--- config.mk ---
export PLATFORM = sky130hd
export DESIGN_NAME = fastreadout_packetizer
export DESIGN_NICKNAME = d
export VERILOG_FILES = /design/src/rtl/fastreadout_pkg.sv /design/src/rtl/fastreadout_pingpong_buf.sv /design/src/rtl/fastreadout_packetizer.sv
export SDC_FILE = /design/constraint.sdc
export NUM_CORES = 1
export LEC_CHECK = 0
export CAP_MARGIN = 5
export CORE_ASPECT_RATIO = 0.9
export CORE_MARGIN = 2
export CORE_UTILIZATION = 45
export DETAILED_ROUTE_END_ITERATION = 10
export PLACE_DENSITY = 0.6
export SLEW_MARGIN = 15
export SYNTH_ARGS = -nofsm -noshare
export SYNTH_HDL_FRONTEND = slang
export SYNTH_SLANG_ARGS = --single-unit
export TNS_END_PERCENT = 20
--- constraint.sdc ---
create_clock -name clk -period 2.7 [get_ports clk]
set_input_delay 0.27 -clock clk [delete_from_list [all_inputs] [get_ports clk]]
set_output_delay 0.27 -clock clk [all_outputs]
set_load 0.03 [all_outputs]
--- src/rtl/fastreadout_pkg.sv ---
// Shared constants and types for the fast readout packetizer.
// Optional checksum word is enabled by defining FASTREADOUT_CHECKSUM_EN.
package fastreadout_pkg;

  localparam logic [7:0] HDR_WORD = 8'hA5;
  localparam int SEQ_W = 8;

  typedef enum logic [2:0] {
    IDLE = 3'd0,
    HDR  = 3'd1,
    SEQ  = 3'd2,
    PAY  = 3'd3,
    CHK  = 3'd4
  } pkt_state_t;

  // Width of a channel index; a single-channel frame still needs one bit.
  function automatic int idx_width(input int n);
    return (n > 1) ? $clog2(n) : 1;
  endfunction

endpackage

--- src/rtl/fastreadout_pingpong_buf.sv ---
// Two-bank frame store with per-bank full flags.
// The writer fills one bank while the reader drains the other.
module fastreadout_pingpong_buf
  import fastreadout_pkg::*;
#(
  parameter int NUM_CH = 4,
  parameter int DATA_W = 8,
  parameter int IDX_W  = 2
) (
  input  logic              clk,
  input  logic              rst,
  input  logic              wr_en,
  input  logic              wr_sel,
  input  logic [IDX_W-1:0]  wr_idx,
  input  logic [DATA_W-1:0] wr_data,
  input  logic              set_full,
  input  logic              set_sel,
  input  logic              clr_full,
  input  logic              clr_sel,
  input  logic              rd_sel,
  input  logic [IDX_W-1:0]  rd_idx,
  output logic [DATA_W-1:0] rd_data,
  output logic [1:0]        full
);

  logic [DATA_W-1:0] bank0 [NUM_CH];
  logic [DATA_W-1:0] bank1 [NUM_CH];
  logic [1:0]        full_next;

  // Sample storage: one word written per accepted, non-dropped sample.
  always_ff @(posedge clk) begin
    if (rst) begin
      for (int i = 0; i < NUM_CH; i++) begin
        bank0[i] <= {DATA_W{1'b0}};
        bank1[i] <= {DATA_W{1'b0}};
      end
    end else if (wr_en) begin
      if (wr_sel) begin
        bank1[wr_idx] <= wr_data;
      end else begin
        bank0[wr_idx] <= wr_data;
      end
    end
  end

  // Full flags: set by the writer on the last sample, cleared by the reader at end of packet.
  always_comb begin
    full_next = full;
    if (set_full) begin
      full_next[set_sel] = 1'b1;
    end else begin
      full_next = full_next;
    end
    if (clr_full) begin
      full_next[clr_sel] = 1'b0;
    end else begin
      full_next = full_next;
    end
  end

  // Full flag register.
  always_ff @(posedge clk) begin
    if (rst) begin
      full <= 2'b00;
    end else begin
      full <= full_next;
    end
  end

  assign rd_data = rd_sel ? bank1[rd_idx] : bank0[rd_idx];

endmodule

--- src/rtl/fastreadout_packetizer.sv ---
// Readout packetizer: collects NUM_CH samples per frame into a ping-pong
// store and streams each frame as HEADER, SEQ, payload[, checksum].
// Define FASTREADOUT_CHECKSUM_EN to append the XOR checksum word.
module fastreadout_packetizer
  import fastreadout_pkg::*;
#(
  parameter int NUM_CH = 4,
  parameter int DATA_W = 8,
  parameter int DROP_W = 8
) (
  input  logic              clk,
  input  logic              rst,
  input  logic              en,
  input  logic              in_valid,
  input  logic              in_sof,
  input  logic [DATA_W-1:0] in_data,
  output logic              out_valid,
  input  logic              out_ready,
  output logic [DATA_W-1:0] out_data,
  output logic              out_last,
  output logic [DROP_W-1:0] drop_cnt,
  output logic              busy
);

  localparam int IDX_W = idx_width(NUM_CH);
  localparam logic [IDX_W-1:0] LAST_IDX = IDX_W'(NUM_CH - 1);
  localparam logic [IDX_W-1:0] ZERO_IDX = {IDX_W{1'b0}};

  // Input side
  logic [IDX_W-1:0] ch_idx;
  logic [IDX_W-1:0] eff_idx;
  logic             fill_sel;
  logic             drop_mode;
  logic             accept;
  logic             frame_start;
  logic             is_last;
  logic             cur_drop;
  logic             wr_en;
  logic             set_full;

  // Output side
  pkt_state_t        state;
  pkt_state_t        state_next;
  logic [IDX_W-1:0]  pay_idx;
  logic [IDX_W-1:0]  pay_idx_next;
  logic              drain_sel;
  logic              drain_sel_next;
  logic              other_sel;
  logic [SEQ_W-1:0]  seq;
  logic [SEQ_W-1:0]  seq_next;
  logic              fire;
  logic              pkt_end;
  logic              clr_full;
  logic              out_valid_next;
  logic              out_last_next;
  logic [DATA_W-1:0] out_data_next;
  logic [DATA_W-1:0] rd_data;
  logic [1:0]        full;

`ifdef FASTREADOUT_CHECKSUM_EN
  logic [DATA_W-1:0] chk_acc;
`endif

  fastreadout_pingpong_buf #(
    .NUM_CH (NUM_CH),
    .DATA_W (DATA_W),
    .IDX_W  (IDX_W)
  ) u_buf (
    .clk      (clk),
    .rst      (rst),
    .wr_en    (wr_en),
    .wr_sel   (fill_sel),
    .wr_idx   (eff_idx),
    .wr_data  (in_data),
    .set_full (set_full),
    .set_sel  (fill_sel),
    .clr_full (clr_full),
    .clr_sel  (drain_sel),
    .rd_sel   (drain_sel_next),
    .rd_idx   (pay_idx_next),
    .rd_data  (rd_data),
    .full     (full)
  );

  // Sample qualification: index restart on sof, drop decision on the registered full flag.
  always_comb begin
    accept      = en & in_valid;
    eff_idx     = in_sof ? ZERO_IDX : ch_idx;
    frame_start = accept & (eff_idx == ZERO_IDX);
    is_last     = accept & (eff_idx == LAST_IDX);
    if (frame_start) begin
      cur_drop = full[fill_sel];
    end else begin
      cur_drop = drop_mode;
    end
    wr_en    = accept & ~cur_drop;
    set_full = is_last & ~cur_drop;
  end

  // Channel index, fill bank select, drop mode and saturating drop counter.
  always_ff @(posedge clk) begin
    if (rst) begin
      ch_idx    <= ZERO_IDX;
      fill_sel  <= 1'b0;
      drop_mode <= 1'b0;
      drop_cnt  <= {DROP_W{1'b0}};
    end else if (accept) begin
      ch_idx    <= is_last ? ZERO_IDX : (eff_idx + IDX_W'(1));
      drop_mode <= cur_drop;
      if (set_full) begin
        fill_sel <= ~fill_sel;
      end else begin
        fill_sel <= fill_sel;
      end
      if (frame_start && full[fill_sel] && (drop_cnt != {DROP_W{1'b1}})) begin
        drop_cnt <= drop_cnt + DROP_W'(1);
      end else begin
        drop_cnt <= drop_cnt;
      end
    end
  end

  assign fire      = out_valid & out_ready;
  assign other_sel = ~drain_sel;

  // Next-state logic; a word is consumed only when the sink accepts it.
  always_comb begin
    state_next     = state;
    pay_idx_next   = pay_idx;
    drain_sel_next = drain_sel;
    seq_next       = seq;
    pkt_end        = 1'b0;
    clr_full       = 1'b0;
    case (state)
      IDLE: begin
        if (full[drain_sel]) begin
          state_next = HDR;
        end else begin
          state_next = IDLE;
        end
      end
      HDR: begin
        if (fire) begin
          state_next = SEQ;
        end else begin
          state_next = HDR;
        end
      end
      SEQ: begin
        if (fire) begin
          state_next   = PAY;
          pay_idx_next = ZERO_IDX;
        end else begin
          state_next = SEQ;
        end
      end
      PAY: begin
        if (fire) begin
          if (pay_idx == LAST_IDX) begin
`ifdef FASTREADOUT_CHECKSUM_EN
            state_next = CHK;
`else
            pkt_end = 1'b1;
`endif
          end else begin
            pay_idx_next = pay_idx + IDX_W'(1);
          end
        end else begin
          state_next = PAY;
        end
      end
      CHK: begin
`ifdef FASTREADOUT_CHECKSUM_EN
        if (fire) begin
          pkt_end = 1'b1;
        end else begin
          state_next = CHK;
        end
`else
        state_next = IDLE;
`endif
      end
      default: begin
        state_next = IDLE;
      end
    endcase
    if (pkt_end) begin
      clr_full       = 1'b1;
      drain_sel_next = other_sel;
      seq_next       = seq + SEQ_W'(1);
      // Chain straight into the next packet when the other bank is ready.
      state_next     = full[other_sel] ? HDR : IDLE;
    end else begin
      clr_full = 1'b0;
    end
  end

  // Output word for the state being entered, so outputs are registered with the state.
  always_comb begin
    out_valid_next = (state_next != IDLE);
    out_last_next  = 1'b0;
    out_data_next  = {DATA_W{1'b0}};
    case (state_next)
      IDLE: begin
        out_data_next = {DATA_W{1'b0}};
      end
      HDR: begin
        out_data_next = DATA_W'(HDR_WORD);
      end
      SEQ: begin
        out_data_next = DATA_W'(seq_next);
      end
      PAY: begin
        out_data_next = rd_data;
`ifdef FASTREADOUT_CHECKSUM_EN
        out_last_next = 1'b0;
`else
        out_last_next = (pay_idx_next == LAST_IDX);
`endif
      end
      CHK: begin
`ifdef FASTREADOUT_CHECKSUM_EN
        out_data_next = (state == CHK) ? out_data : (chk_acc ^ out_data);
        out_last_next = 1'b1;
`else
        out_data_next = {DATA_W{1'b0}};
`endif
      end
      default: begin
        out_data_next = {DATA_W{1'b0}};
      end
    endcase
  end

  // State and output registers; reset aborts any packet in flight.
  always_ff @(posedge clk) begin
    if (rst) begin
      state     <= IDLE;
      pay_idx   <= ZERO_IDX;
      drain_sel <= 1'b0;
      seq       <= {SEQ_W{1'b0}};
      out_valid <= 1'b0;
      out_last  <= 1'b0;
      out_data  <= {DATA_W{1'b0}};
    end else begin
      state     <= state_next;
      pay_idx   <= pay_idx_next;
      drain_sel <= drain_sel_next;
      seq       <= seq_next;
      out_valid <= out_valid_next;
      out_last  <= out_last_next;
      out_data  <= out_data_next;
    end
  end

`ifdef FASTREADOUT_CHECKSUM_EN
  // Running XOR of every accepted word of the current packet.
  always_ff @(posedge clk) begin
    if (rst) begin
      chk_acc <= {DATA_W{1'b0}};
    end else if (fire) begin
      chk_acc <= (state == HDR) ? out_data : (chk_acc ^ out_data);
    end else begin
      chk_acc <= chk_acc;
    end
  end
`endif

  assign busy = (|full) | (state != IDLE);

endmodule

==> flow_summary.toml <==
[floorplanning]
die_y_um = 106
dieArea_mm2 = 0.0124
start_util_pct = 45.7
die_w_um = 117
ios = 33
design.core.area_mm2 = 0.0113
fp-row-count = 37

[routing]
first_iter_violations = 246
vias = 3902
via_per_inst = 5.63
drt.antenna.violating_nets = 0
drtPass1Iterations = 5
drc_errors = 0
wl_per_cell_um = 18.8
drt_wl_total_um = 13100

[clock_network]
clkLatencyLatePin_ps = 350
cts_setup_buffers = 0
cts_tree = "done"
cts_max_level = 3
cts.path.max_buffers = 2
cts_made_buffers = 9
cts-root-buf = "clkbuf_16"
post_cts_resize_count = 0
hold_buffers = 0
clkTransAtPathRegs_ps = 70
cts_sinks = 102

[synth]
postSynthAreaPerCell_um2 = 10.4
synthDistinctLibCells = 60
seq_area_frac_synth_pct = 51.8
async_flop_share_pct = 0
yosys_register_bits = 102
synth_area_leaders = "edfxtp_1 (37%), dfxtp_1 (15%), and2_1 (6.5%), mux2i_1 (4.6%), a21oi_1 (3.4%)"
yosysTopAreaCellShare_pct = 37.1
yosys.area.top_type = "edfxtp_1"
syn_area_mm2 = 0.00518
ys.flop_type = "edfxtp_1"
synthCells = 496
synth_warnings = 0
synth_edf_count = 64
postSynthNetCount = 514

[critical_path]
path_class = "flop to flop"
worstSetupEndpoint = "u_buf.bank1[0][1]"
worstPathRequired_ps = 2790
reg2reg_from = "ch_idx[0]"
crit_start = "ch_idx[0]"
path_max_fanout = 9
setup.worst_path.end_class = "flop"
ff2ff_path_depth = 9
arrival_ps = 2440
rr_endpoint = "u_buf.bank1[0][1]"
start_kind = "flop"
r2r_slack_ps = 350

[timing]
setup_viol = 0
setup_tns_ps = 0
max_freq_mhz = 425
slew_headroom_pct = 42.5
skew_ps = 8.68
worst_pin_slew_ps = 863
post-route-period-util_pct = 87.1
rsz0062_at_grt = "no"
finalHoldViolCount = 0
slew_violations = 0
fin_crit_ps = 2350
layout_setup_ws_ps = 349

[global_routing]
grt_max_degree = 35
grt_pass1_vias = 3660
grt_util_all_layers_pct = 22.4
grt-ovfl-total = 0
grt_pass1_wl_um = 20300
grt_antenna_before_repair = 0

[placed_design]
pre_cts_slack_ps = 91.7
placed_area_mm2 = 0.00574
gp_congestion = 0.876
port_buffers = 32
post-dp-hpwl_um = 9710

[finish]
layout_common_cells = "edfxtp_1 (64), and2_1 (54), dfxtp_1 (38)"
drive_above_1_share_pct = 11.7
final_nets = 550
post-route-util_pct = 53.3
diodes = 0
mostFrequentLayoutCell = "edfxtp_1"
area_growth_pct = 16.8
finalInstanceArea_mm2 = 0.00605

[power_and_ir_drop]
internal-power_mw = 2.48
p_clk_share_pct = 41.6
power_leakage_nw = 2.23
p_sw_mw = 0.701
powerDensity_mw_per_mm2 = 525
p_sw_share_pct = 22.1
combPwrFrac_pct = 4.3
finalPower_mw = 3.18
power_frac_seq_pct = 54.1
peakVddDrop_uv = 341

[run_status]
status = "complete, no violations"

[job]
maxCapViolCount = 0

[min_path]
hp-class = "flop to flop"
-- layout make-up --
class	instances	area, µm²
fillers	1002	5290
flip-flops and latches	102	2680
well taps	156	195
clock inverters	7	83.8
inverters	11	41.3
repair buffers	59	523
clock buffers	9	225
multi-input cells	349	2300
-- state kept, by name, indices dropped and copies added (netlist names) --
| register | count |
|---|---|
| pay_idx | 2 |
| u_buf.full | 2 |
| u_buf.bank1 | 32 |
| fill_sel | 1 |
| out_valid | 1 |
| out_last | 1 |
| drop_mode | 1 |
| seq | 8 |
| drop_cnt | 8 |
| drain_sel | 1 |
| state | 3 |
| out_data | 8 |
| u_buf.bank0 | 32 |
| ch_idx | 2 |
-- cell families (layout without fill, tap and decap cells) --
| group | count (synthesis) | after routing | share of synthesized area (%) |
|---|---|---|---|
| AND/OR/NAND/NOR | 198 | 198 | 20.6 |
| XOR/XNOR | 10 | 10 | 1.69 |
| AO/OA/AOI/OAI | 102 | 102 | 13.1 |
| buffers and inverters | 45 | 86 | 3.86 |
| adder cells (fa/ha/maj) | 4 | 4 | 0.966 |
| flip-flops | 102 | 102 | 51.8 |
| multiplexers | 34 | 34 | 7.90 |
| other | 1 | 1 | 0.0724 |
-- critical path: stages, from the launching register on --
cell	delay, ps
dfxtp_1	410
nor2b_1	190
inv_1	80
ha_1	210
inv_1	90
nand2_1	80
o2111a_1	160
and3_1	240
and3_1	260
or2_2	390
-- worst min path at each step --
stage	startpoint	to	slack [ps]	cells past startpoint
floorplan	drop_mode	drop_mode	460	2
global placement	ch_idx[1]	ch_idx[1]	480	2
detailed placement	ch_idx[1]	ch_idx[1]	490	2
CTS	ch_idx[1]	ch_idx[1]	500	2
global route	ch_idx[1]	ch_idx[1]	520	2
finish	drop_mode	drop_mode	510	2
-- Yosys cell counts, types with 6 or more instances --
cell type,n
and2_1,54
mux2i_1,24
nor3_1,8
xor2_1,6
dfxtp_1,38
inv_1,11
o221ai_1,6
a21oi_1,35
buf_2,10
nand2_1,33
o21ai_0,15
edfxtp_1,64
or3_1,7
nor2_1,33
and3_1,24
nand3_1,17
clkbuf_1,15
-- power groups by stage --
stage	combinational, mW	clock [mW]	sequential [mW]
CTS	0.137	1.35	1.72
detailed placement	0.137	0	1.75
global route	0.150	1.40	1.72
finish	0.136	1.32	1.72
floorplan	0.0710	0	1.74
global placement	0.136	0	1.75
-- metrics by stage --
| stage | cells | hold slack, ps |
|---|---|---|
| floorplan | 496 | 457 |
| global placement | 677 | 479 |
| detailed placement | 677 | 486 |
| CTS | 693 | 505 |
| global route | 693 | 522 |
| finish | 693 | 506 |
-- routing by layer --
metal / routed length [µm] / vias up / global-route usage, %
met5: 0 / - / 0
met4: 183 / 0 / 6.13
met3: 779 / 17 / 4.89
met2: 6100 / 118 / 34.6
met1: 6000 / 1878 / 31.9
li1: - / 1889 / -
No activity file was read; power rests on OpenSTA's default activity.
